`src/rtl/mux_rr_n_pkg.sv`:
```
// Shared types and helpers for the round-robin / fixed-priority N-input mux.
package mux_rr_pkg;

    typedef enum logic [0:0] {
        LK_IDLE   = 1'b0,
        LK_LOCKED = 1'b1
    } lock_state_e;

    function automatic int sel_width(input int n);
        return (n > 1) ? $clog2(n) : 1;
    endfunction

endpackage

```
`src/rtl/mux_rr_n_if.sv`:
```
// Handshake bundle between the producers, the mux and the shared consumer.
interface mux_rr_n_if #(
    parameter int WIDTH  = 32,
    parameter int NUM_IN = 4
);
    localparam int SELW = mux_rr_pkg::sel_width(NUM_IN);

    logic [NUM_IN-1:0]       in_valid;
    logic [NUM_IN-1:0]       in_ready;
    logic [NUM_IN*WIDTH-1:0] in_data;
    logic [NUM_IN-1:0]       in_last;
    logic                    out_valid;
    logic                    out_ready;
    logic [WIDTH-1:0]        out_data;
    logic                    out_last;
    logic [SELW-1:0]         out_sel;

    modport slave (
        input  in_valid, in_data, in_last, out_ready,
        output in_ready, out_valid, out_data, out_last, out_sel
    );

    modport master (
        output in_valid, in_data, in_last, out_ready,
        input  in_ready, out_valid, out_data, out_last, out_sel
    );
endinterface

```
`src/rtl/mux_rr_n_arbiter.sv`:
```
// Combinational grant selection: lock override, else masked double-width priority encode.
module rr_arbiter
    import mux_rr_pkg::*;
#(
    parameter int NUM_IN  = 4,
    parameter int RR_MODE = 1,
    localparam int SELW   = sel_width(NUM_IN)
) (
    input  logic [NUM_IN-1:0] req_i,
    input  logic [SELW-1:0]   ptr_i,
    input  logic              lock_i,
    input  logic [SELW-1:0]   lock_ch_i,
    output logic [NUM_IN-1:0] grant_o,
    output logic [SELW-1:0]   grant_idx_o,
    output logic              grant_valid_o
);

    logic [2*NUM_IN-1:0] mask_s;
    logic [2*NUM_IN-1:0] dbl_s;
    logic [SELW:0]       hit_s;
    logic [SELW:0]       wrap_s;
    logic [SELW-1:0]     base_s;

    // Lower copy keeps requests at or above the pointer, upper copy supplies the wrap-around.
    always_comb begin
        base_s = (RR_MODE != 0) ? ptr_i : {SELW{1'b0}};
        for (int j = 0; j < 2*NUM_IN; j++) begin
            mask_s[j] = (j >= NUM_IN) || (j >= int'(base_s));
        end
        dbl_s = {req_i, req_i} & mask_s;
        hit_s = {(SELW+1){1'b0}};
        for (int j = 2*NUM_IN-1; j >= 0; j--) begin
            hit_s = dbl_s[j] ? (SELW+1)'(j) : hit_s;
        end
        wrap_s = hit_s - (SELW+1)'(NUM_IN);
        if (lock_i) begin
            grant_idx_o   = lock_ch_i;
            grant_valid_o = 1'b1;
        end else begin
            grant_idx_o   = (hit_s >= (SELW+1)'(NUM_IN)) ? wrap_s[SELW-1:0] : hit_s[SELW-1:0];
            grant_valid_o = |req_i;
        end
        grant_o              = {NUM_IN{1'b0}};
        grant_o[grant_idx_o] = grant_valid_o;
    end

endmodule

```
`src/rtl/mux_rr_n.sv`:
```
// N-input valid/ready mux with registered output, round-robin pointer and optional packet lock.
module mux_rr_n
    import mux_rr_pkg::*;
#(
    parameter int WIDTH    = 32,
    parameter int NUM_IN   = 4,
    parameter int RR_MODE  = 1,
    parameter int PKT_LOCK = 0,
    localparam int SELW    = sel_width(NUM_IN)
) (
    input logic         clk,
    input logic         rst,
    mux_rr_n_if.slave   bus
);

    logic [NUM_IN-1:0] grant_s;
    logic [SELW-1:0]   grant_idx_s;
    logic              grant_valid_s;
    logic              free_s;
    logic              load_s;
    logic              last_g_s;
    logic [NUM_IN-1:0] in_ready_s;

    logic              out_valid_q, out_valid_d;
    logic [WIDTH-1:0]  out_data_q,  out_data_d;
    logic              out_last_q,  out_last_d;
    logic [SELW-1:0]   out_sel_q,   out_sel_d;
    logic [SELW-1:0]   ptr_q,       ptr_d;
    lock_state_e       lk_state_q,  lk_state_d;
    logic [SELW-1:0]   lock_ch_q,   lock_ch_d;

    rr_arbiter #(
        .NUM_IN  (NUM_IN),
        .RR_MODE (RR_MODE)
    ) u_arb (
        .req_i         (bus.in_valid),
        .ptr_i         (ptr_q),
        .lock_i        (lk_state_q == LK_LOCKED),
        .lock_ch_i     (lock_ch_q),
        .grant_o       (grant_s),
        .grant_idx_o   (grant_idx_s),
        .grant_valid_o (grant_valid_s)
    );

    assign free_s   = !out_valid_q || bus.out_ready;
    assign last_g_s = bus.in_last[grant_idx_s];
    assign load_s   = grant_valid_s && bus.in_valid[grant_idx_s] && free_s;

    // Next-state for the output register, rotation pointer and lock FSM.
    always_comb begin
        out_valid_d = out_valid_q;
        out_data_d  = out_data_q;
        out_last_d  = out_last_q;
        out_sel_d   = out_sel_q;
        ptr_d       = ptr_q;
        lk_state_d  = lk_state_q;
        lock_ch_d   = lock_ch_q;
        in_ready_s  = {NUM_IN{1'b0}};

        if (free_s && grant_valid_s) begin
            in_ready_s = grant_s;
        end else begin
            in_ready_s = {NUM_IN{1'b0}};
        end

        if (load_s) begin
            out_valid_d = 1'b1;
            out_data_d  = bus.in_data[grant_idx_s*WIDTH +: WIDTH];
            out_last_d  = last_g_s && (PKT_LOCK != 0);
            out_sel_d   = grant_idx_s;
        end else if (bus.out_ready) begin
            out_valid_d = 1'b0;
        end else begin
            out_valid_d = out_valid_q;
        end

        // With packet lock the rotation only advances once a packet closes.
        if ((RR_MODE != 0) && load_s && ((PKT_LOCK == 0) || last_g_s)) begin
            ptr_d = (grant_idx_s == SELW'(NUM_IN - 1)) ? {SELW{1'b0}} : grant_idx_s + SELW'(1'b1);
        end else begin
            ptr_d = ptr_q;
        end

        case (lk_state_q)
            LK_IDLE: begin
                if ((PKT_LOCK != 0) && load_s && !last_g_s) begin
                    lk_state_d = LK_LOCKED;
                    lock_ch_d  = grant_idx_s;
                end else begin
                    lk_state_d = LK_IDLE;
                end
            end
            LK_LOCKED: begin
                if (load_s && last_g_s) begin
                    lk_state_d = LK_IDLE;
                end else begin
                    lk_state_d = LK_LOCKED;
                end
            end
            default: begin
                lk_state_d = LK_IDLE;
            end
        endcase
    end

    // State register; reset drops any in-flight beat and any held lock.
    always_ff @(posedge clk or posedge rst) begin
        if (rst) begin
            out_valid_q <= 1'b0;
            out_data_q  <= {WIDTH{1'b0}};
            out_last_q  <= 1'b0;
            out_sel_q   <= {SELW{1'b0}};
            ptr_q       <= {SELW{1'b0}};
            lk_state_q  <= LK_IDLE;
            lock_ch_q   <= {SELW{1'b0}};
        end else begin
            out_valid_q <= out_valid_d;
            out_data_q  <= out_data_d;
            out_last_q  <= out_last_d;
            out_sel_q   <= out_sel_d;
            ptr_q       <= ptr_d;
            lk_state_q  <= lk_state_d;
            lock_ch_q   <= lock_ch_d;
        end
    end

    assign bus.in_ready  = in_ready_s;
    assign bus.out_valid = out_valid_q;
    assign bus.out_data  = out_data_q;
    assign bus.out_last  = out_last_q;
    assign bus.out_sel   = out_sel_q;

endmodule

```
`src/flat_wrapper.sv`:
```
// flat-port wrapper written by rule: the top's interface ports become plain ports
module mux_rr_n_flat import mux_rr_pkg::*;
#(
    parameter int WIDTH    = 32,
    parameter int NUM_IN   = 4,
    parameter int RR_MODE  = 1,
    parameter int PKT_LOCK = 0,
    localparam int SELW    = sel_width(NUM_IN)
)
  (clk, rst, bus_in_valid, bus_in_data, bus_in_last, bus_out_ready, bus_in_ready, bus_out_valid, bus_out_data, bus_out_last, bus_out_sel);
  mux_rr_n_if #(.WIDTH(WIDTH), .NUM_IN(NUM_IN)) bus_i ();
  input logic clk;
  input logic rst;
  input wire logic [$bits(bus_i.in_valid)-1:0] bus_in_valid;
  input wire logic [$bits(bus_i.in_data)-1:0] bus_in_data;
  input wire logic [$bits(bus_i.in_last)-1:0] bus_in_last;
  input wire logic [$bits(bus_i.out_ready)-1:0] bus_out_ready;
  output wire logic [$bits(bus_i.in_ready)-1:0] bus_in_ready;
  output wire logic [$bits(bus_i.out_valid)-1:0] bus_out_valid;
  output wire logic [$bits(bus_i.out_data)-1:0] bus_out_data;
  output wire logic [$bits(bus_i.out_last)-1:0] bus_out_last;
  output wire logic [$bits(bus_i.out_sel)-1:0] bus_out_sel;
  assign bus_i.in_valid = bus_in_valid;
  assign bus_i.in_data = bus_in_data;
  assign bus_i.in_last = bus_in_last;
  assign bus_i.out_ready = bus_out_ready;
  assign bus_in_ready = bus_i.in_ready;
  assign bus_out_valid = bus_i.out_valid;
  assign bus_out_data = bus_i.out_data;
  assign bus_out_last = bus_i.out_last;
  assign bus_out_sel = bus_i.out_sel;
  mux_rr_n #(.WIDTH(WIDTH), .NUM_IN(NUM_IN), .RR_MODE(RR_MODE), .PKT_LOCK(PKT_LOCK)) u_core (.clk(clk), .rst(rst), .bus(bus_i));
endmodule
```
`config.mk`:
```
export PLATFORM = sky130hd
export DESIGN_NAME = mux_rr_n_flat
export DESIGN_NICKNAME = d
export VERILOG_FILES = /design/src/rtl/mux_rr_n_pkg.sv /design/src/rtl/mux_rr_n_if.sv /design/src/rtl/mux_rr_n_arbiter.sv /design/src/rtl/mux_rr_n.sv /design/src/flat_wrapper.sv
export SDC_FILE = /design/constraint.sdc
export NUM_CORES = 1
export LEC_CHECK = 0
export CAP_MARGIN = 10
export CORE_UTILIZATION = 40
export DETAILED_ROUTE_END_ITERATION = 8
export DONT_BUFFER_PORTS = 1
export SETUP_SLACK_MARGIN = 0.02
export SLEW_MARGIN = 10
export SYNTH_ARGS = -nofsm -noshare
export SYNTH_HDL_FRONTEND = slang
export SYNTH_SLANG_ARGS = --single-unit
```
`constraint.sdc`:
```
create_clock -name clk -period 2.4 [get_ports clk]
set_clock_uncertainty 0.2 [all_clocks]
set_input_delay 0.24 -clock clk [delete_from_list [all_inputs] [get_ports clk]]
set_output_delay 0.24 -clock clk [all_outputs]
set_load 0.05 [all_outputs]
```
Word-level counts from Yosys, hierarchy flattened
Index checks and enable logic that the tools add are counted.
Widths: inputs -> output; s select.
{ "op_classes": {"addsub": 2, "multipliers": 0, "n_div": 0, "magnitude_cmp": 6, "eq_ne": 1, "n_shift": 1, "n_mux": 23, "n_bitwise": 3, "n_reduce_logical": 9} }
{ "op_table": {"columns": ["op", "count"], "rows": [
  ["$shiftx 128x8->32", 1],
  ["$mux 3", 8],
  ["$and 8x8->8", 1],
  ["$mux 1", 7],
  ["$mux 2", 3],
  ["$logic_and 1x1->1", 5],
  ["$and 4x4->4", 1],
  ["$bmux 1 s2", 2],
  ["$ge 1x2->1 const A", 2],
  ["$mux 4", 1],
  ["$reduce_or 4->1", 1],
  ["$ge 3x3->1 const B", 1],
  ["$lt 2x3->1 const B", 1],
  ["$add 2x1->2 const B", 1],
  ["$demux 1 s2", 1],
  ["$eq 2x2->1 const B", 1],
  ["$ge 2x1->1 const B", 1],
  ["$ge 2x2->1 const A", 1],
  ["$pmux 1 s2", 1],
  ["$reduce_bool 2->1", 1],
  ["$sub 2x1->2 const B", 1],
  ["$logic_not 1->1", 1],
  ["$logic_or 1x1->1", 1],
  ["$not 1->1", 1]
]} }
{ "word_totals": {"register_bits": 38, "latchBits": 0, "mem_bits_rw": 0, "romBits": 0, "input_bits": 139, "word_cells": 50, "n_memories": 0} }

Longest topological paths before layout
{ "depth": {"ltp_word": 20, "depth_mapped": 9} }

Modules after synthesis
A second synthesis with hierarchy kept.
{ "unflattened": {"hier_cells": 164, "area_unflattened_um2": 2608.8} }
{ "modules_own_cells": {"columns": ["mod", "n_inst", "cells_per_inst", "area_per_inst_um2", "seq_area_each_um2"], "rows": [
  ["mux_rr_n", 1, 143, 2466.1, 950.9],
  ["rr_arbiter", 1, 21, 142.6, 0.0]
]} }

Worst setup path after synthesis
OpenSTA, ideal clock, no wires.
{ "synth_timing": {"kind": "reg2out", "start": "register u_core.ptr_q[1]", "end": "output port bus_in_ready[1]", "arrival_time_ps": 1825, "required_time_ps": 1960, "slack_ps": 135, "path_stages_with_launch": 8, "n_path_buf": 2, "cell_sequence": "dfrtp_1 > a21boi_0 > o21bai_1 > nor3_4 > buf_4 > buf_2 > ha_1 > and2_1"} }
{ "synth_between": {"elab_chain_cells": 14} }
{ "synth_lines": {"columns": ["element", "line_no", "rtl"], "rows": [
  ["start: declaration", "mux_rr_n.sv:28", "logic [SELW-1:0] ptr_q, ptr_d;"],
  ["start signal: assignment", "mux_rr_n.sv:113", "ptr_q <= {SELW{1'b0}};"],
  ["start signal: assignment", "mux_rr_n.sv:121", "ptr_q <= ptr_d;"],
  ["$ge 2x2->1", "mux_rr_n_arbiter.sv:28", "mask_s[j] = (j >= NUM_IN) || (j >= int'(base_s));"],
  ["$and 8x8->8 *", "mux_rr_n_arbiter.sv:30", "dbl_s = {req_i, req_i} & mask_s;"],
  ["$mux 3 (2 in a row)", "mux_rr_n_arbiter.sv:33", "hit_s = dbl_s[j] ? (SELW+1)'(j) : hit_s;"],
  ["$mux 3 *", "mux_rr_n_arbiter.sv:33", null],
  ["$ge 3x3->1 / $sub 2x1->2 (equally long branches)", "mux_rr_n_arbiter.sv:40, mux_rr_n_arbiter.sv:35", null],
  ["$mux 2 *", "mux_rr_n_arbiter.sv:40", "grant_idx_o = (hit_s >= (SELW+1)'(NUM_IN)) ? wrap_s[SELW-1:0] : hit_s[SELW-1:0];"],
  ["$mux 2 *", "mux_rr_n_arbiter.sv:36", "if (lock_i) begin"],
  ["named net u_core.grant_idx_s[0]", "mux_rr_n.sv:17", "logic [SELW-1:0] grant_idx_s;"],
  ["$lt 2x3->1 (not written as such) / $ge 2x1->1 (equally long branches)", "mux_rr_n_arbiter.sv:44", "grant_o[grant_idx_o] = grant_valid_o;"],
  ["$logic_and 1x1->1 (not written as such)", "mux_rr_n_arbiter.sv:44", null],
  ["$mux 1 (not written as such)", "mux_rr_n_arbiter.sv:44", null],
  ["$demux 1 s2 *", "mux_rr_n_arbiter.sv:44", null],
  ["$and 4x4->4 (no line) *", null, null],
  ["$mux 4 *", "mux_rr_n.sv:60", "if (free_s && grant_valid_s) begin"],
  ["end: declaration", "flat_wrapper.sv:18", "output wire logic [$bits(bus_i.in_ready)-1:0] bus_in_ready;"]
]} }
Mark *: on every way through the listed nets, which the timed path passes. The rest lies on a longest branch.

Final worst setup path
{ "layout_timing": {"start": "register u_core.ptr_q[1]", "end": "output port bus_in_ready[3]"} }
{ "layout_between": {"elab_chain_cells": 14} }
{ "layout_lines": {"columns": ["element", "line_no"], "rows": [
  ["$ge 2x2->1", "mux_rr_n_arbiter.sv:28"],
  ["$and 8x8->8 *", "mux_rr_n_arbiter.sv:30"],
  ["$mux 3 (2 in a row)", "mux_rr_n_arbiter.sv:33"],
  ["$mux 3 *", "mux_rr_n_arbiter.sv:33"],
  ["$ge 3x3->1 / $sub 2x1->2 (equally long branches)", "mux_rr_n_arbiter.sv:40, mux_rr_n_arbiter.sv:35"],
  ["$mux 2 *", "mux_rr_n_arbiter.sv:40"],
  ["$mux 2 *", "mux_rr_n_arbiter.sv:36"],
  ["$lt 2x3->1 (not written as such) / $ge 2x1->1 (equally long branches)", "mux_rr_n_arbiter.sv:44"],
  ["$logic_and 1x1->1 (not written as such)", "mux_rr_n_arbiter.sv:44"],
  ["$mux 1 (not written as such)", "mux_rr_n_arbiter.sv:44"],
  ["$demux 1 s2 *", "mux_rr_n_arbiter.sv:44"],
  ["$and 4x4->4 (no line) *", null],
  ["$mux 4 *", "mux_rr_n.sv:60"]
]} }
Mark *: on every way between the ends. The rest lies on a longest branch, timed or not.

==> impl_metrics.json <==
{
  "yosys_warnings": 0,
  "synthFlopType": "dfrtp_1",
  "period_share_pct": 96.07,
  "cts.sinks": 38,
  "grt_pass1_wl_um": 9680,
  "antenna_found_initial": 0,
  "pre_cts_slack_ns": 0.1318,
  "first_global_vias": 2125,
  "arrival_ns": 1.87,
  "die_h_um": 80.98,
  "rows": 28,
  "setup_viol": 0,
  "core_area_mm2": 0.005956,
  "tightest_slew_ns": 0.5044,
  "n_antenna_cell": 0,
  "finalMaxSlewViolations": 0,
  "cts_root_buffer": "clkbuf_8",
  "syn_area_mm2": 0.002495,
  "max_cap_violations": 0,
  "slew-limit-headroom_pct": 66.37,
  "wl_um": 6856,
  "grt_use_total_pct": 19.73,
  "worst-path-buf-inv": 2,
  "fillers": 582,
  "wire_per_inst_um": 16.13,
  "crit_chain": "a21boi_1 > o21bai_1 > nor3_4 > buf_6 > ha_1 > and2_4 > buf_8",
  "initial_core_util_pct": 41.89,
  "instances_no_fill": 425,
  "p_leak_uw": 0.001370,
  "area_delta_synth_final_pct": 21.56,
  "syn_nets": 473,
  "grt.overflow.total": 0,
  "whs_ns": 0.006164,
  "cts-buffers-inserted": 5,
  "rsz0062_at_grt": "true",
  "place.gp.congestion": 0.8827,
  "grt_max_degree": 39,
  "synth_edf_count": 0,
  "fmax_mhz": 433.7,
  "ys_ff_latch": 38,
  "syn_avg_cell_area_um2": 7.560,
  "slowest_stage": "dfrtp_1",
  "finalSetupTns_ns": 0,
  "hold_viol": 0,
  "power.density_mw_per_mm2": 1558,
  "avgViaCountPerCell": 5.744,
  "cts.htree.levels": 2,
  "syn_inst": 330,
  "cts_buffer_depth": 2,
  "dr.pass1.iters": 4,
  "io_pins": 179,
  "path_clk_slew_ns": 0.07,
  "hold_class": "in2reg",
  "cp-startpoint": "u_core.ptr_q[1]$_DFFE_PP0P_",
  "die_area_mm2": 0.006557,
  "crit_type": "reg2out",
  "status": "finished clean",
  "tritoncts": "yes",
  "cp.required_ns": 1.96,
  "numPortBuffers": 0,
  "yosysSeqAreaShare_pct": 38.11,
  "die_width_um": 80.98,
  "critical_path_peak_fanout": 6,
  "fin_crit_ns": 2.306,
  "placed_area_mm2": 0.002638,
  "crit_family": "simple AND/OR/NAND/NOR gates",
  "async_flop_share_pct": 100.0,
  "peakVddDrop_v": 0.0006418,
  "min_from": "bus_in_data[20]",
  "place_hpwl_um": 4827,
  "drc": 0,
  "insertion_delay_ns": 0.29,
  "crit_path_max_incr_delay_ns": 0.43,
  "ys_types": 29,
  "layout-drive-gt1-share_pct": 12.29,
  "nets": 492,
  "cp-end-kind": "primary output",
  "drt_iter0_drc": 60,
  "dp.cells": 393,
  "detail-route-antenna-nets": 0,
  "vias": 2441,
  "postLayoutSetupSlackWorst_ns": 0.09444,
  "start_kind": "flip-flop",
  "timing.rr.start": "u_core.ptr_q[1]$_DFFE_PP0P_",
  "final_area_mm2": 0.003033
}
[path summary, 6_finish.rpt]
path | to | slack, ns | depth (start not counted)
worst max-delay path | bus_in_ready[3] | 0.09 | 7
worst min-delay path | u_core.bus.out_data[20]$_DFFE_PP0P_ | 0.006 | 3
worst max register to register | u_core.bus.out_data[26]$_DFFE_PP0P_ | 0.19 | 9
worst min register to register | u_core.ptr_q[0]$_DFFE_PP0P_ | 0.36 | 1
max in group asynchronous | u_core.bus.out_data[11]$_DFFE_PP0P_ | 1.34 | 3
min in group asynchronous | u_core.bus.out_data[27]$_DFFE_PP0P_ | 0.32 | 3
[layer usage]
metal | part of all wire [%] | global-route usage [%] | vias up | routed length (µm)
met5 | 0 | 0 | - | 0
li1 | - | - | 1176 | -
met2 | 51 | 37.65 | 133 | 3521
met1 | 39 | 20.97 | 1126 | 2645
met4 | 0.90 | 6.429 | 0 | 62
met3 | 9.1 | 4.831 | 6 | 626
[report_power, final]
part / internal [µW] / switching [µW]
combinational: 947 / 1110
sequential: 927 / 1240
clock: 290 / 216
[placed cells by master, fill, tap and decap left out, types with 2 or more instances in the layout]
cell type	instances
buf_12	5
ha_1	2
dlygate4sd3_1	15
and2_1	3
o21ai_1	8
clkbuf_8	8
nor2b_1	2
o21ai_0	26
nand2b_1	2
buf_4	14
dfrtp_1	38
a22o_1	32
ha_2	2
inv_1	2
a21oi_1	68
nor2_1	2
nand2_1	98
buf_6	4
buf_8	2
[area by class of cell]
type                       instances  area (µm²)  area share (%)
timing repair buffer              41       462.9           15.26
tap                               75       93.84           3.094
multi-input combinational        259        1398           46.08
sequential                        38       950.9           31.35
inverter                           4       17.52          0.5776
clock buffer                       8       110.1           3.630
[flip-flops by register name, summed over array words and instances (netlist names)]
| signal | flops |
|---|---|
| u_core.bus.out_sel | 2 |
| u_core.bus.out_data | 32 |
| u_core.lk_state_q | 1 |
| u_core.bus.out_valid | 1 |
| u_core.ptr_q | 2 |
[cell families (layout without fill, tap and decap cells)]
group,count (synthesis),after routing,synth area share [%]
AO/OA/AOI/OAI,139,139,33.75
AND/OR/NAND/NOR,113,113,18.81
flip-flops,38,38,38.11
buffers and inverters,33,53,6.269
adder cells (fa/ha/maj),4,4,2.006
multiplexers,2,2,0.9026
other,1,1,0.1503
[cells in the mapped netlist (2+ instances only)]
cell | n | area [µm²]
nand2_1 | 98 | 367.9
a21oi_1 | 68 | 340.3
dfrtp_1 | 38 | 950.9
a22o_1 | 32 | 280.3
o21ai_0 | 26 | 130.1
buf_2 | 17 | 85.08
clkbuf_1 | 9 | 33.78
o21ai_1 | 8 | 40.04
and2_1 | 4 | 25.02
ha_1 | 4 | 50.05
buf_4 | 3 | 22.52
inv_1 | 2 | 7.510
inv_2 | 2 | 7.510
nand2b_1 | 2 | 12.51
nor2_1 | 2 | 7.510
nor2b_1 | 2 | 12.51
[worst reg2reg max path, delay by kind of cell (launching register included)]
kind | cells | cell delay, ns
buffers and inverters | 3 | 0.46
flip-flops | 1 | 0.43
AO/OA/AOI/OAI | 5 | 0.73
AND/OR/NAND/NOR | 1 | 0.32
[stage by stage]
step,util (%),total power [µW]
5_1_grt,50.92,5046
4_1_cts,50.34,4716
3_5_place_dp,44.29,4023
2_1_floorplan,-,3545
6_report,50.92,4726
3_3_place_gp,44.29,3960
[repair_timing]
item,in CTS,in global routing
resized for setup,3,11
hold buffers,15,0
pin swaps,1,2
setup buffers,8,0
cloned,1,0
endpoints found under the hold margin,49,0
endpoints found under the setup margin,4,12
(Power assumes the default switching activity.)
